## config.mk

```make
export PLATFORM = sky130hd
export DESIGN_NAME = avaliador_jogada
export DESIGN_NICKNAME = d
export VERILOG_FILES = /design/src/rtl/avaliador_jogada.sv
export SDC_FILE = /design/constraint.sdc
export NUM_CORES = 1
export LEC_CHECK = 0
export ABC_AREA = 1
export ABC_CLOCK_PERIOD_IN_PS = 2100
export BUFFER_PORTS_ARGS = -buffer_cell sky130_fd_sc_hd__clkbuf_2
export CORE_MARGIN = 5
export CORE_UTILIZATION = 57
export DETAILED_ROUTE_END_ITERATION = 16
export GPL_TIMING_DRIVEN = 0
export PLACE_DENSITY = 0.83
export SETUP_SLACK_MARGIN = 0.1
export SLEW_MARGIN = 10
export SYNTH_ARGS = -nofsm -noshare
export SYNTH_HDL_FRONTEND = slang
export SYNTH_SLANG_ARGS = --single-unit
```

## constraint.sdc

```tcl
create_clock -name clock -period 2.1 [get_ports clock]
set_input_delay 0.315 -clock clock [delete_from_list [all_inputs] [get_ports clock]]
set_output_delay 0.315 -clock clock [all_outputs]
set_load 0.02 [all_outputs]
```

## src/rtl/avaliador_jogada.sv

```systemverilog
// rtl/avaliador_jogada.sv - note/timing judge for the piano game, one evaluation per iniciar.
// Optional chord capture window is compiled in with `define ACORDE_EN.
module avaliador_jogada #(
    parameter int NUM_KEYS      = 13,
    parameter int DUR_W         = 8,
    parameter int TOL_TICKS     = 2,
    parameter int TIMEOUT_TICKS = 32,
    parameter int MAX_ERROS     = 3,
    parameter int CHORD_WIN     = 2
) (
    input  logic                             clock,
    input  logic                             reset,
    input  logic                             iniciar,
    input  logic [NUM_KEYS-1:0]              nota_esperada,
    input  logic [DUR_W-1:0]                 duracao_esp,
    input  logic                             tick,
    input  logic [NUM_KEYS-1:0]              botoes,
    input  logic                             zera_erros,
    output logic                             pronto,
    output logic                             nota_correta,
    output logic                             tempo_correto,
    output logic                             tempo_baixo,
    output logic                             tempo_alto,
    output logic                             timeout,
    output logic [$clog2(MAX_ERROS+1)-1:0]   erros,
    output logic                             perdeu,
    output logic [2:0]                       db_estado
);

    localparam int ERR_W  = $clog2(MAX_ERROS + 1);
    localparam int WAIT_W = $clog2(TIMEOUT_TICKS + 1);
    localparam logic [DUR_W-1:0]        HOLD_MAX = {DUR_W{1'b1}};
    localparam logic signed [DUR_W:0]   TOL_S    = (DUR_W + 1)'(TOL_TICKS);

    typedef enum logic [2:0] {
        OCIOSO    = 3'd0,
        ESPERA    = 3'd1,
        SEGURA    = 3'd2,
        AVALIA    = 3'd3,
        RESULTADO = 3'd4
    } estado_t;

    estado_t             estado_q, estado_d;
    logic [WAIT_W-1:0]   espera_cnt_q, espera_cnt_d;
    logic [DUR_W-1:0]    hold_q, hold_d;
    logic [NUM_KEYS-1:0] mask_tocada_q, mask_tocada_d;
    logic                nota_errada_q, nota_errada_d;
    logic                pronto_q, pronto_d;
    logic                nota_correta_q, nota_correta_d;
    logic                tempo_correto_q, tempo_correto_d;
    logic                tempo_baixo_q, tempo_baixo_d;
    logic                tempo_alto_q, tempo_alto_d;
    logic                timeout_q, timeout_d;
    logic [ERR_W-1:0]    erros_q, erros_d;
    logic                perdeu_q, perdeu_d;
`ifdef ACORDE_EN
    localparam int CW_W = $clog2(CHORD_WIN + 1) < 1 ? 1 : $clog2(CHORD_WIN + 1);
    logic [CW_W-1:0]     acorde_cnt_q, acorde_cnt_d;
`endif

    logic signed [DUR_W:0] diff;
    logic [NUM_KEYS-1:0]   novas;
    logic                  errada_final;
    logic                  baixo_c, alto_c;
    logic                  falha;

    always_comb begin
        // Hold minus expected: one extra bit keeps both signs representable.
        diff    = $signed({1'b0, hold_q}) - $signed({1'b0, duracao_esp});
        baixo_c = diff < -TOL_S;
        alto_c  = diff > TOL_S;
        novas   = botoes & ~mask_tocada_q;
        falha   = !nota_correta_q || !tempo_correto_q;
`ifdef ACORDE_EN
        errada_final = nota_errada_q;
`else
        errada_final = nota_errada_q ||
                       (|(mask_tocada_q & (mask_tocada_q - NUM_KEYS'(1))));
`endif

        estado_d        = estado_q;
        espera_cnt_d    = espera_cnt_q;
        hold_d          = hold_q;
        mask_tocada_d   = mask_tocada_q;
        nota_errada_d   = nota_errada_q;
        pronto_d        = 1'b0;
        nota_correta_d  = nota_correta_q;
        tempo_correto_d = tempo_correto_q;
        tempo_baixo_d   = tempo_baixo_q;
        tempo_alto_d    = tempo_alto_q;
        timeout_d       = timeout_q;
        erros_d         = erros_q;
        perdeu_d        = perdeu_q;
`ifdef ACORDE_EN
        acorde_cnt_d    = acorde_cnt_q;
`endif

        case (estado_q)
            OCIOSO: begin
                if (iniciar && !perdeu_q) begin
                    estado_d        = ESPERA;
                    espera_cnt_d    = '0;
                    hold_d          = '0;
                    mask_tocada_d   = '0;
                    nota_errada_d   = 1'b0;
                    nota_correta_d  = 1'b0;
                    tempo_correto_d = 1'b0;
                    tempo_baixo_d   = 1'b0;
                    tempo_alto_d    = 1'b0;
                    timeout_d       = 1'b0;
`ifdef ACORDE_EN
                    acorde_cnt_d    = '0;
`endif
                end
            end
            ESPERA: begin
                if (botoes != '0) begin
                    estado_d      = SEGURA;
                    mask_tocada_d = botoes;
                    hold_d        = '0;
                end else if (tick) begin
                    if (espera_cnt_q == WAIT_W'(TIMEOUT_TICKS - 1)) begin
                        estado_d  = AVALIA;
                        timeout_d = 1'b1;
                    end else begin
                        espera_cnt_d = espera_cnt_q + WAIT_W'(1);
                    end
                end
            end
            SEGURA: begin
                // The release cycle still counts its tick.
                if (tick && hold_q != HOLD_MAX)
                    hold_d = hold_q + DUR_W'(1);
`ifdef ACORDE_EN
                if (acorde_cnt_q < CW_W'(CHORD_WIN)) begin
                    mask_tocada_d = mask_tocada_q | botoes;
                    if (tick)
                        acorde_cnt_d = acorde_cnt_q + CW_W'(1);
                end else if (novas != '0) begin
                    nota_errada_d = 1'b1;
                end
`else
                if (novas != '0)
                    nota_errada_d = 1'b1;
`endif
                if (botoes == '0)
                    estado_d = AVALIA;
            end
            AVALIA: begin
                estado_d = RESULTADO;
                pronto_d = 1'b1;
                if (timeout_q) begin
                    nota_correta_d  = 1'b0;
                    tempo_correto_d = 1'b0;
                    tempo_baixo_d   = 1'b0;
                    tempo_alto_d    = 1'b0;
                end else begin
                    nota_correta_d  = !errada_final && (mask_tocada_q == nota_esperada);
                    tempo_baixo_d   = baixo_c;
                    tempo_alto_d    = alto_c;
                    tempo_correto_d = !baixo_c && !alto_c;
                end
            end
            RESULTADO: begin
                estado_d = OCIOSO;
                if (falha) begin
                    if (erros_q != ERR_W'(MAX_ERROS))
                        erros_d = erros_q + ERR_W'(1);
                    perdeu_d = (erros_d == ERR_W'(MAX_ERROS));
                end
            end
            default: estado_d = OCIOSO;
        endcase

        if (zera_erros) begin
            erros_d  = '0;
            perdeu_d = 1'b0;
        end
    end

    always_ff @(posedge clock or posedge reset) begin
        if (reset) begin
            estado_q        <= OCIOSO;
            espera_cnt_q    <= '0;
            hold_q          <= '0;
            mask_tocada_q   <= '0;
            nota_errada_q   <= 1'b0;
            pronto_q        <= 1'b0;
            nota_correta_q  <= 1'b0;
            tempo_correto_q <= 1'b0;
            tempo_baixo_q   <= 1'b0;
            tempo_alto_q    <= 1'b0;
            timeout_q       <= 1'b0;
            erros_q         <= '0;
            perdeu_q        <= 1'b0;
`ifdef ACORDE_EN
            acorde_cnt_q    <= '0;
`endif
        end else begin
            estado_q        <= estado_d;
            espera_cnt_q    <= espera_cnt_d;
            hold_q          <= hold_d;
            mask_tocada_q   <= mask_tocada_d;
            nota_errada_q   <= nota_errada_d;
            pronto_q        <= pronto_d;
            nota_correta_q  <= nota_correta_d;
            tempo_correto_q <= tempo_correto_d;
            tempo_baixo_q   <= tempo_baixo_d;
            tempo_alto_q    <= tempo_alto_d;
            timeout_q       <= timeout_d;
            erros_q         <= erros_d;
            perdeu_q        <= perdeu_d;
`ifdef ACORDE_EN
            acorde_cnt_q    <= acorde_cnt_d;
`endif
        end
    end

    assign pronto        = pronto_q;
    assign nota_correta  = nota_correta_q;
    assign tempo_correto = tempo_correto_q;
    assign tempo_baixo   = tempo_baixo_q;
    assign tempo_alto    = tempo_alto_q;
    assign timeout       = timeout_q;
    assign erros         = erros_q;
    assign perdeu        = perdeu_q;
    assign db_estado     = estado_q;

endmodule

```

==> flow_metrics.py, run 1 <==
metrics = {
    "sta": {
        "tightest_slew_ns": 0.4136,
        "setup_viol": 0,
        "finalHoldViolations": 0,
        "final.setup_skew_ns": 0.003827,
        "relSlewSlack": 0.7234,
        "rsz0062_at_grt": "false",
        "min_period_ns": 1.846,
        "drv_slew": 0,
        "fmax_mhz": 541.6,
        "setup_tns_ns": 0,
        "period_share": 0.8793,
        "worst_hold_slack_ns": 0.2437,
    },
    "worst_setup_path": {
        "setup.worst_path.start_class": "register",
        "cp_max_fo": 7,
        "setup.worst_path.class": "register to register",
        "critPathArrivalTime_ns": 2.08,
        "r2r-start": "hold_q[2]$_DFFE_PP0P_",
        "cp_data_required_time_ns": 2.33,
        "r2r_cells": 11,
        "startpoint": "hold_q[2]$_DFFE_PP0P_",
        "critPathCaptureType": "register",
        "worst_r2r_endpoint": "tempo_correto$_DFFE_PP0P_",
        "endpoint": "tempo_correto$_DFFE_PP0P_",
        "timing.reg2reg.setup_slack_ns": 0.25,
    },
    "route": {
        "num_vias": 2970,
        "viasPerCell": 5.138,
        "totalWireLength_um": 6985,
        "drc": 0,
        "ant_nets": 0,
        "wire_per_inst_um": 12.08,
        "dr.pass1.iters": 4,
        "drt_iter0_drc": 200,
    },
    "yosys": {
        "mappedNetlistNets": 499,
        "ys_types": 33,
        "ys_ff_latch": 40,
        "synth_top_area_frac": 0.3338,
        "synth_top_area_cell": "dfrtp_1",
        "yosysSeqAreaShare": 0.3338,
        "synth_edf_count": 0,
        "syn_area_sq_um": 2999,
        "yosys_warnings": 0,
        "synth.avg_cell_area_sq_um": 6.680,
        "async_reset_ff_frac": 1.000,
        "synthCells": 449,
        "synth.area.top_cells": "dfrtp_1, nand2_1, inv_1, nand3_1, ha_1",
        "synthFlopType": "dfrtp_1",
    },
    "clock_tree": {
        "clockRootBuffer": "clkbuf_8",
        "cts_tree": "done",
        "clk_pin_slew_ns": 0.07,
        "cts_buffers": 5,
        "clkLatencyLatePin_ns": 0.29,
        "clk_path_buf_depth": 2,
        "cts_htree_levels": 2,
        "post_cts_buffers": 0,
        "clock-sinks": 40,
    },
    "global_route": {
        "grt_use_total": 0.2193,
        "first_global_vias": 2766,
        "grt_overflow": 0,
        "grt_pass1_wl_um": 11760,
        "antenna_found_initial": 0,
        "grt_max_degree": 28,
    },
    "floorplan": {
        "die_y_um": 82.54,
        "die_w_um": 82.54,
        "core_sq_um": 5107,
        "die_area_sq_um": 6812,
        "start_util": 0.5872,
        "ioPinCount": 51,
        "fp-row-count": 26,
    },
    "power": {
        "p_per_area_nw_per_um2": 966.6,
        "p_leak_nw": 1.862,
        "vdd_drop_max_uv": 986.6,
    },
    "status": {
        "outcome": "completed",
    },
    "flow_run": {
        "max_cap_viol_count": 0,
    },
    "placed_design": {
        "io_buffer_count": 50,
        "globalplace.congestion": 0.8579,
        "dp_hpwl_um": 5626,
    },
    "cells_and_area": {
        "antenna_cells": 0,
        "areaGrowthSynthToFinish_pct": 15.98,
        "drive_gt1_frac": 0.1811,
        "layout.nets": 558,
        "nFillCells": 446,
    },
    "worst_hold_path": {
        "hold_depth": 2,
        "worstHoldPathType": "input pin to register",
    },
}
==> synth_stat cells, types with 3 or more instances <==
master	count
nand2_1	149
inv_1	72
dfrtp_1	40
nor2_1	33
nand3_1	31
o21ai_0	21
ha_1	11
nand4_1	11
nor3_1	9
xor2_1	9
a21oi_1	7
o21ai_2	7
o22ai_1	6
or2_2	6
xnor2_1	5
o21ai_1	4
or2_1	4
buf_6	3
inv_2	3
==> how the worst min path moves through the flow <==
| stage | endpoint | slack (ns) | start |
|---|---|---|---|
| 2_1_floorplan | erros[1]$_DFFE_PP0P_ | 0.41 | zera_erros |
| 3_3_place_gp | tempo_baixo$_DFFE_PP0P_ | 0.47 | tempo_baixo$_DFFE_PP0P_ |
| 3_5_place_dp | hold_q[0]$_DFFE_PP0P_ | 0.27 | reset |
| 4_1_cts | erros[1]$_DFFE_PP0P_ | 0.24 | zera_erros |
| 5_1_grt | erros[1]$_DFFE_PP0P_ | 0.25 | zera_erros |
| 6_report | erros[1]$_DFFE_PP0P_ | 0.24 | zera_erros |
==> cell families after synthesis <==
logic type | after synthesis | synth area share
compound gates | 50 | 0.09887
xor+xnor | 14 | 0.04089
fa+ha+maj | 11 | 0.04589
buf+inv | 80 | 0.1080
flops | 40 | 0.3338
simple gates | 254 | 0.3726
==> metrics by stage <==
stage	power (mW)	setup slack (ns)	std cells	area, sq um	utilization
after floorplan	2.418	0.3786	449	2999	-
after global placement	2.780	0.2077	569	3337	0.6534
after detailed placement	2.860	0.1588	570	3357	0.6573
after CTS	3.358	0.1390	578	3445	0.6744
after global routing	3.644	0.09295	578	3478	0.6810
final	3.362	0.2535	578	3478	0.6810
==> worst max-delay path: stages, from the launching register on <==
cell,delay [ns]
dfrtp_1,0.49
ha_4,0.26
or2_2,0.31
nand3b_1,0.15
nand2_1,0.09
nand2_1,0.06
nand2_1,0.05
nor2_1,0.10
nand2_1,0.06
nand2_1,0.07
nand3_1,0.08
nand2_1,0.07
==> cell usage in the layout, fill, tap and decap left out, types with 2 or more instances in the layout <==
| cell type | count |
|---|---|
| xor2_1 | 9 |
| nand3_1 | 31 |
| dfrtp_1 | 40 |
| a21oi_1 | 6 |
| nor2_4 | 2 |
| nand2_1 | 149 |
| clkbuf_1 | 2 |
| ha_2 | 2 |
| o22ai_1 | 6 |
| o21ai_2 | 7 |
| o31ai_1 | 2 |
| xnor2_1 | 5 |
| ha_4 | 2 |
| nor3_1 | 9 |
| inv_1 | 71 |
| nand2_2 | 2 |
| or2_1 | 4 |
| o211ai_1 | 2 |
| or2_2 | 6 |
| clkbuf_8 | 5 |
| nor2_1 | 33 |
| o21ai_0 | 21 |
| buf_6 | 3 |
| ha_1 | 7 |
| clkbuf_2 | 50 |
| inv_2 | 4 |
| o21ai_1 | 4 |
| nand4_1 | 11 |
==> state kept, by name, indices dropped and copies added, names as in the netlist, 2 cells and up <==
signal,flops
db_estado,3
erros,2
espera_cnt_q,6
hold_q,8
mask_tocada_q,13
==> power by group <==
part | internal, mW | total (mW) | switching, mW
Clock | 0.226 | 0.485 | 0.259
Sequential | 0.964 | 1.22 | 0.252
Combinational | 0.603 | 1.66 | 1.06
==> cell type report <==
type | count | area [sq um] | share of cell area
Buffer | 5 | 42.54 | 0.01223
Clock buffer | 6 | 72.57 | 0.02086
Clock inverter | 1 | 5.005 | 0.001439
Inverter | 75 | 281.5 | 0.08094
Multi-Input combinational cell | 329 | 1708 | 0.4910
Sequential cell | 40 | 1001 | 0.2878
Tap cell | 70 | 87.58 | 0.02518
Timing Repair Buffer | 52 | 280.3 | 0.08058
==> routing by layer <==
layer  share of wire  track usage  vias to the layer above
met4           0.016      0.06209                        0
met5               0            0                        -
met3           0.046      0.03254                       12
met2            0.50       0.3702                       69
li1                -            -                     1536
met1            0.44       0.2923                     1353
==> what timing repair did <==
item,4_1_cts,5_1_grt
setup endpoints to repair,0,3
hold buffers,1,0
endpoints found under the hold margin,13,0
resized for setup,0,5
(Power assumes the default switching activity.)
==> run 2, diff against run 1 <==
Settings changed: CORE_ASPECT_RATIO set to 1.75.
==> run 2 against run 1 <==
Compared with the run above: via count is 2.3% higher; non-clock buffer count is 1 higher; total power is 5.2% higher; die area is 0.84% higher; setup slack worse by 0.0096 ns; global-route usage is 0.91 points higher; largest power group unchanged; clock power is 32% higher; critical path depth is 1 lower; critical path type unchanged; largest cell class unchanged; fmax is 0.52% lower; cell area is 1.2% higher.
==> flow_metrics.py, run 2 (synthesis results as in run 1) <==
metrics = {
    "sta": {
        "period_share": 0.8839,
        "final.setup_skew_ns": 0.01026,
        "tightest_slew_ns": 0.4063,
        "relSlewSlack": 0.7292,
        "min_period_ns": 1.856,
        "rsz0062_at_grt": "false",
        "worst_hold_slack_ns": 0.2531,
        "worst_slack_ns": 0.2439,
        "setup_tns_ns": 0,
        "finalHoldViolations": 0,
        "setup_viol": 0,
        "drv_slew": 0,
        "fmax_mhz": 538.8,
    },
    "clock_tree": {
        "cts_tree": "done",
        "cts_buffers": 5,
        "clk_path_buf_depth": 2,
        "clkLatencyLatePin_ns": 0.30,
        "clock-sinks": 40,
        "clockRootBuffer": "clkbuf_8",
        "cts_htree_levels": 2,
        "clk_pin_slew_ns": 0.08,
    },
    "power": {
        "switching_share": 0.4545,
        "p_leak_nw": 1.883,
        "p_per_area_nw_per_um2": 1005,
        "intPower_mw": 1.930,
        "vdd_drop_max_uv": 710.8,
        "power.switching_mw": 1.608,
        "pwr-share-comb": 0.477,
        "power_frac_seq": 0.342,
        "p_clk_frac": 0.181,
    },
    "cells_and_area": {
        "layout.nets": 559,
        "nFillCells": 455,
        "largestRegisters": "mask_tocada_q: 13 flops, hold_q: 8 flops, espera_cnt_q: 6 flops",
        "final_cell_mix": "nand2_1, inv_1, clkbuf_2, dfrtp_1, nor2_1",
        "largest_register_ffs": 13,
        "multiInputGateArea_sq_um": 1728,
        "drive_gt1_frac": 0.1922,
        "antenna_cells": 0,
        "final_common_cell": "nand2_1",
        "areaGrowthSynthToFinish_pct": 17.31,
        "regMostFlops": "mask_tocada_q",
        "ff_latch_area_sq_um": 1002,
    },
    "placed_design": {
        "dp_hpwl_um": 5845,
        "dp_slack_ns": 0.1238,
        "globalplace.congestion": 0.8579,
        "io_buffer_count": 50,
    },
    "route": {
        "ant_nets": 0,
        "viasPerCell": 5.379,
        "drc": 0,
        "drt_iter0_drc": 108,
        "num_vias": 3039,
        "wire_per_inst_um": 13.12,
        "totalWireLength_um": 7414,
        "dr.pass1.iters": 6,
    },
    "floorplan": {
        "start_util": 0.5755,
        "fp-row-count": 35,
        "die_y_um": 106.0,
        "ioPinCount": 51,
        "die_area_sq_um": 6869,
        "core_sq_um": 5211,
        "die_w_um": 64.83,
    },
    "worst_setup_path": {
        "critPathArrivalTime_ns": 2.03,
        "critPathCaptureType": "register",
        "setup.worst_path.class": "register to register",
        "cp_data_required_time_ns": 2.28,
        "setup.worst_path.start_class": "register",
        "cp_max_fo": 7,
    },
    "global_route": {
        "grt_use_total": 0.2285,
        "grt_overflow": 0,
        "antenna_found_initial": 0,
        "grt_pass1_wl_um": 12560,
        "first_global_vias": 3056,
        "grt_max_degree": 32,
    },
    "status": {
        "outcome": "completed",
    },
    "flow_run": {
        "max_cap_viol_count": 0,
    },
    "worst_hold_path": {
        "worstHoldPathType": "input pin to register",
    },
}
==> run 2: cell count changes in the layout (fill, tap and decap cells not counted), sizes merged <==
cell    change
buf         +1
bufinv      +1
==> run 2: final timing paths <==
| kind | start | endpoint | slack [ns] | depth (start not counted) |
|---|---|---|---|---|
| setup / recovery | hold_q[2]$_DFFE_PP0P_ | tempo_baixo$_DFFE_PP0P_ | 0.24 | 10 |
| hold / removal | zera_erros | erros[1]$_DFFE_PP0P_ | 0.25 | 2 |
| setup reg to reg | hold_q[2]$_DFFE_PP0P_ | tempo_baixo$_DFFE_PP0P_ | 0.24 | 10 |
| hold reg to reg | tempo_baixo$_DFFE_PP0P_ | tempo_baixo$_DFFE_PP0P_ | 0.50 | 2 |
| max in group asynchronous | reset | hold_q[2]$_DFFE_PP0P_ | 1.18 | 4 |
| min in group asynchronous | reset | mask_tocada_q[5]$_DFFE_PP0P_ | 0.46 | 3 |
==> run 2: through the flow <==
| step | area, sq um | std cells | util | total power [mW] |
|---|---|---|---|---|
| global placement | 3318 | 554 | 0.6367 | 2.788 |
| detailed placement | 3338 | 555 | 0.6406 | 2.866 |
| CTS | 3458 | 564 | 0.6636 | 3.511 |
| global route | 3518 | 565 | 0.6752 | 3.837 |
| floorplan | 2999 | 449 | - | 2.418 |
| finish | 3518 | 565 | 0.6752 | 3.537 |
==> run 2: area by class of cell <==
cell class / count / share of cell area
multi-input combinational: 329 / 0.4911
sequential: 40 / 0.2849
timing repair buffer: 53 / 0.08179
inverter: 75 / 0.08001
clock buffer: 6 / 0.02063
tap: 55 / 0.01956
buffer: 5 / 0.01209
clock inverter: 2 / 0.009957
==> run 2: worst max-delay path, stage by stage (launching register included) <==
cell and delay [ns]:
dfrtp_2 0.46, ha_4 0.26, or2_2 0.32, nand3b_1 0.16, nand2_1 0.09, nand2_1 0.06, nand2_1 0.05, nor2_1 0.12
nand2_1 0.06, nand2_1 0.08, o21ai_0 0.08
==> run 2: repair_timing <==
| action | in CTS | in global routing |
|---|---|---|
| buffers inserted | 0 | 1 |
| hold buffers | 1 | 0 |
| gates resized for setup | 1 | 10 |
| pin swaps | 0 | 1 |
| endpoints found under the hold margin | 9 | 0 |
| setup endpoints to repair | 1 | 3 |
==> run 2: metal layers <==
layer	part of all wire	up-vias	wire, um	global-route usage
met2	0.56	82	4152	0.4403
li1	-	1535	-	-
met4	0.037	0	277	0.1165
met1	0.37	1397	2727	0.2253
met5	0	-	0	0
met3	0.035	25	257	0.03488
==> run 2: power by group through the flow <==
stage,combinational (mW),clock [mW],sequential (mW)
2_1_floorplan,1.19,0,1.23
6_report,1.69,0.639,1.21
3_3_place_gp,1.58,0,1.21
4_1_cts,1.66,0.644,1.20
5_1_grt,1.91,0.686,1.24
3_5_place_dp,1.65,0,1.22
==> run 3, diff against run 2 <==
Settings changed: ABC_CLOCK_PERIOD_IN_PS 2100 to 1700, CORE_MARGIN 5 to 3, CORE_UTILIZATION 57 to 51, PLACE_DENSITY 0.83 to 0.78.
Clock period 2.1 ns to 1.7 ns, I/O delays scaled along.
==> run 3 against run 2 <==
Compared with the run above: the run now ends with setup timing left; setup slack got worse by 0.31 ns; clock-buffer cell count fell by 1; core utilization rose by 3.0 points; fmax rose by 5.3%; register-to-register slack got worse by 0.31 ns; combinational power rose by 56%; die area barely moved; critical endpoint is now tempo_correto$_DFFE_PP0P_; largest power group unchanged; highest routed layer unchanged.
==> flow_metrics.py, run 3 (synthesis results as in run 1) <==
metrics = {
    "status": {
        "outcome": "finished with violations",
        "violations": "setup timing",
    },
    "global_route": {
        "grt_pass1_wl_um": 12760,
        "grt_max_degree": 32,
        "antenna_found_initial": 0,
        "grt_overflow": 0,
        "grt_use_total": 0.2330,
        "first_global_vias": 3039,
    },
    "cells_and_area": {
        "areaGrowthSynthToFinish_pct": 32.46,
        "layout.nets": 583,
        "final_common_cell": "nand2_1",
        "largestRegisters": "mask_tocada_q: 13 flops, hold_q: 8 flops, espera_cnt_q: 6 flops",
        "antenna_cells": 0,
        "final_area_sq_um": 3973,
        "final_cells": 610,
        "drive_gt1_frac": 0.3184,
        "final_cell_mix": "nand2_1, inv_1, clkbuf_2, dfrtp_1, nor2_1",
        "largest_register_ffs": 13,
        "regMostFlops": "mask_tocada_q",
    },
    "worst_setup_path": {
        "critPathArrivalTime_ns": 2.01,
        "cp_max_fo": 5,
        "cp_data_required_time_ns": 1.95,
        "setup.worst_path.class": "register to register",
        "startpoint": "hold_q[2]$_DFFE_PP0P_",
        "critPathCaptureType": "register",
        "timing.reg2reg.setup_slack_ns": -0.06,
        "r2r-start": "hold_q[2]$_DFFE_PP0P_",
        "setup.worst_path.start_class": "register",
    },
    "power": {
        "p_clk_frac": 0.161,
        "intPower_mw": 2.711,
        "switching_share": 0.4527,
        "pwr-share-comb": 0.531,
        "power.switching_mw": 2.242,
        "vdd_drop_max_uv": 963.6,
        "power_frac_seq": 0.308,
        "p_leak_nw": 2.046,
        "p_per_area_nw_per_um2": 1247,
    },
    "clock_tree": {
        "clockRootBuffer": "clkbuf_8",
        "clkLatencyLatePin_ns": 0.31,
        "cts_tree": "done",
        "clock-sinks": 40,
        "clk_pin_slew_ns": 0.09,
        "cts_buffers": 5,
        "clk_path_buf_depth": 2,
        "cts_htree_levels": 2,
    },
    "floorplan": {
        "die_y_um": 107.4,
        "core_sq_um": 5630,
        "die_area_sq_um": 6873,
        "start_util": 0.5327,
        "ioPinCount": 51,
        "fp-row-count": 36,
        "die_w_um": 63.97,
    },
    "route": {
        "drt_iter0_drc": 124,
        "drc": 0,
        "totalWireLength_um": 8165,
        "ant_nets": 0,
        "viasPerCell": 5.177,
        "wire_per_inst_um": 13.39,
        "num_vias": 3158,
        "dr.pass1.iters": 4,
    },
    "placed_design": {
        "io_buffer_count": 50,
        "globalplace.congestion": 0.8525,
        "placed_area_sq_um": 3393,
        "dp_hpwl_um": 5696,
        "dp.cells": 576,
    },
    "worst_hold_path": {
        "worstHoldPathType": "input pin to register",
        "holdCritStartpoint": "zera_erros",
    },
    "sta": {
        "drv_slew": 0,
        "rsz0062_at_grt": "true",
        "finalHoldViolations": 0,
        "relSlewSlack": 0.7469,
        "worst_slack_ns": -0.06256,
        "setup_viol": 3,
        "fmax_mhz": 567.4,
        "worst_hold_slack_ns": 0.1462,
        "setup_tns_ns": -0.1602,
        "final.setup_skew_ns": 0.01081,
        "period_share": 1.037,
        "tightest_slew_ns": 0.3785,
        "min_period_ns": 1.763,
    },
    "flow_run": {
        "max_cap_viol_count": 0,
    },
}
## run 3: cell types whose count changed in the layout (fill, tap and decap cells not counted), moves of 7 or more
cell and delta:
buf_4 +22, nand2_1 -15, nand2_2 +9, dfrtp_1 -7
dfrtp_2 +7
## run 3: routing by layer
layer,up-vias,GRT usage,part of all wire
met3,34,0.02821,0.027
li1,1585,-,-
met2,73,0.4471,0.57
met4,0,0.1298,0.050
met5,-,0,0
met1,1466,0.2340,0.36
## run 3: path summary, 6_finish.rpt
kind,end,depth (start not counted)
setup / recovery,tempo_correto$_DFFE_PP0P_,11
hold reg to reg,tempo_baixo$_DFFE_PP0P_,2
hold / removal,erros[1]$_DFFE_PP0P_,2
setup reg to reg,tempo_correto$_DFFE_PP0P_,11
min in group asynchronous,mask_tocada_q[3]$_DFFE_PP0P_,3
max in group asynchronous,hold_q[6]$_DFFE_PP0P_,4
## run 3: worst max-delay path, cell delays in order, from the launching register on
cell and delay, ns:
dfrtp_2 0.43, ha_4 0.26, or2_4 0.28, nand3_1 0.08, nand2_1 0.06, nor2_1 0.11, nand2_1 0.08, nor2_1 0.11
nand2_1 0.07, nand2_2 0.08, nand3_2 0.07, nand2_1 0.06
## run 3: cell type report
class                      instances  area, sq um
tap                               76        95.09
clock buffer                       5        68.82
clock inverter                     3        42.54
buffer                             5        50.05
timing repair buffer              77        479.2
fill                             456         1658
inverter                          75        284.0
multi-input combinational        329         1942
sequential                        40         1011
## run 3: power by group through the flow
stage	clock network (mW)	registers [mW]	logic (mW)
after global placement	0	1.49	1.96
after detailed placement	0	1.50	2.03
final	0.796	1.53	2.63
after CTS	0.813	1.48	2.25
after global routing	0.860	1.57	2.93
after floorplan	0	1.52	1.47
## run 3: metrics by stage
stage	total power [mW]	setup slack (ns)	utilization
finish	4.954	-0.06256	0.7056
global route	5.360	-0.1657	0.7056
CTS	4.549	0.01216	0.6562
detailed placement	3.536	-0.1608	0.6027
global placement	3.457	-0.1376	0.5991
floorplan	2.992	0.1081	-
## run 3: what timing repair did
action                                  4_1_cts  5_1_grt
gates resized for setup                      30       51
endpoints found under the hold margin         9        0
buffers inserted                              7       16
pin swaps                                     9       30
gates cloned                                  1        1
endpoints found under the setup margin       23       31
hold buffers                                  1        0
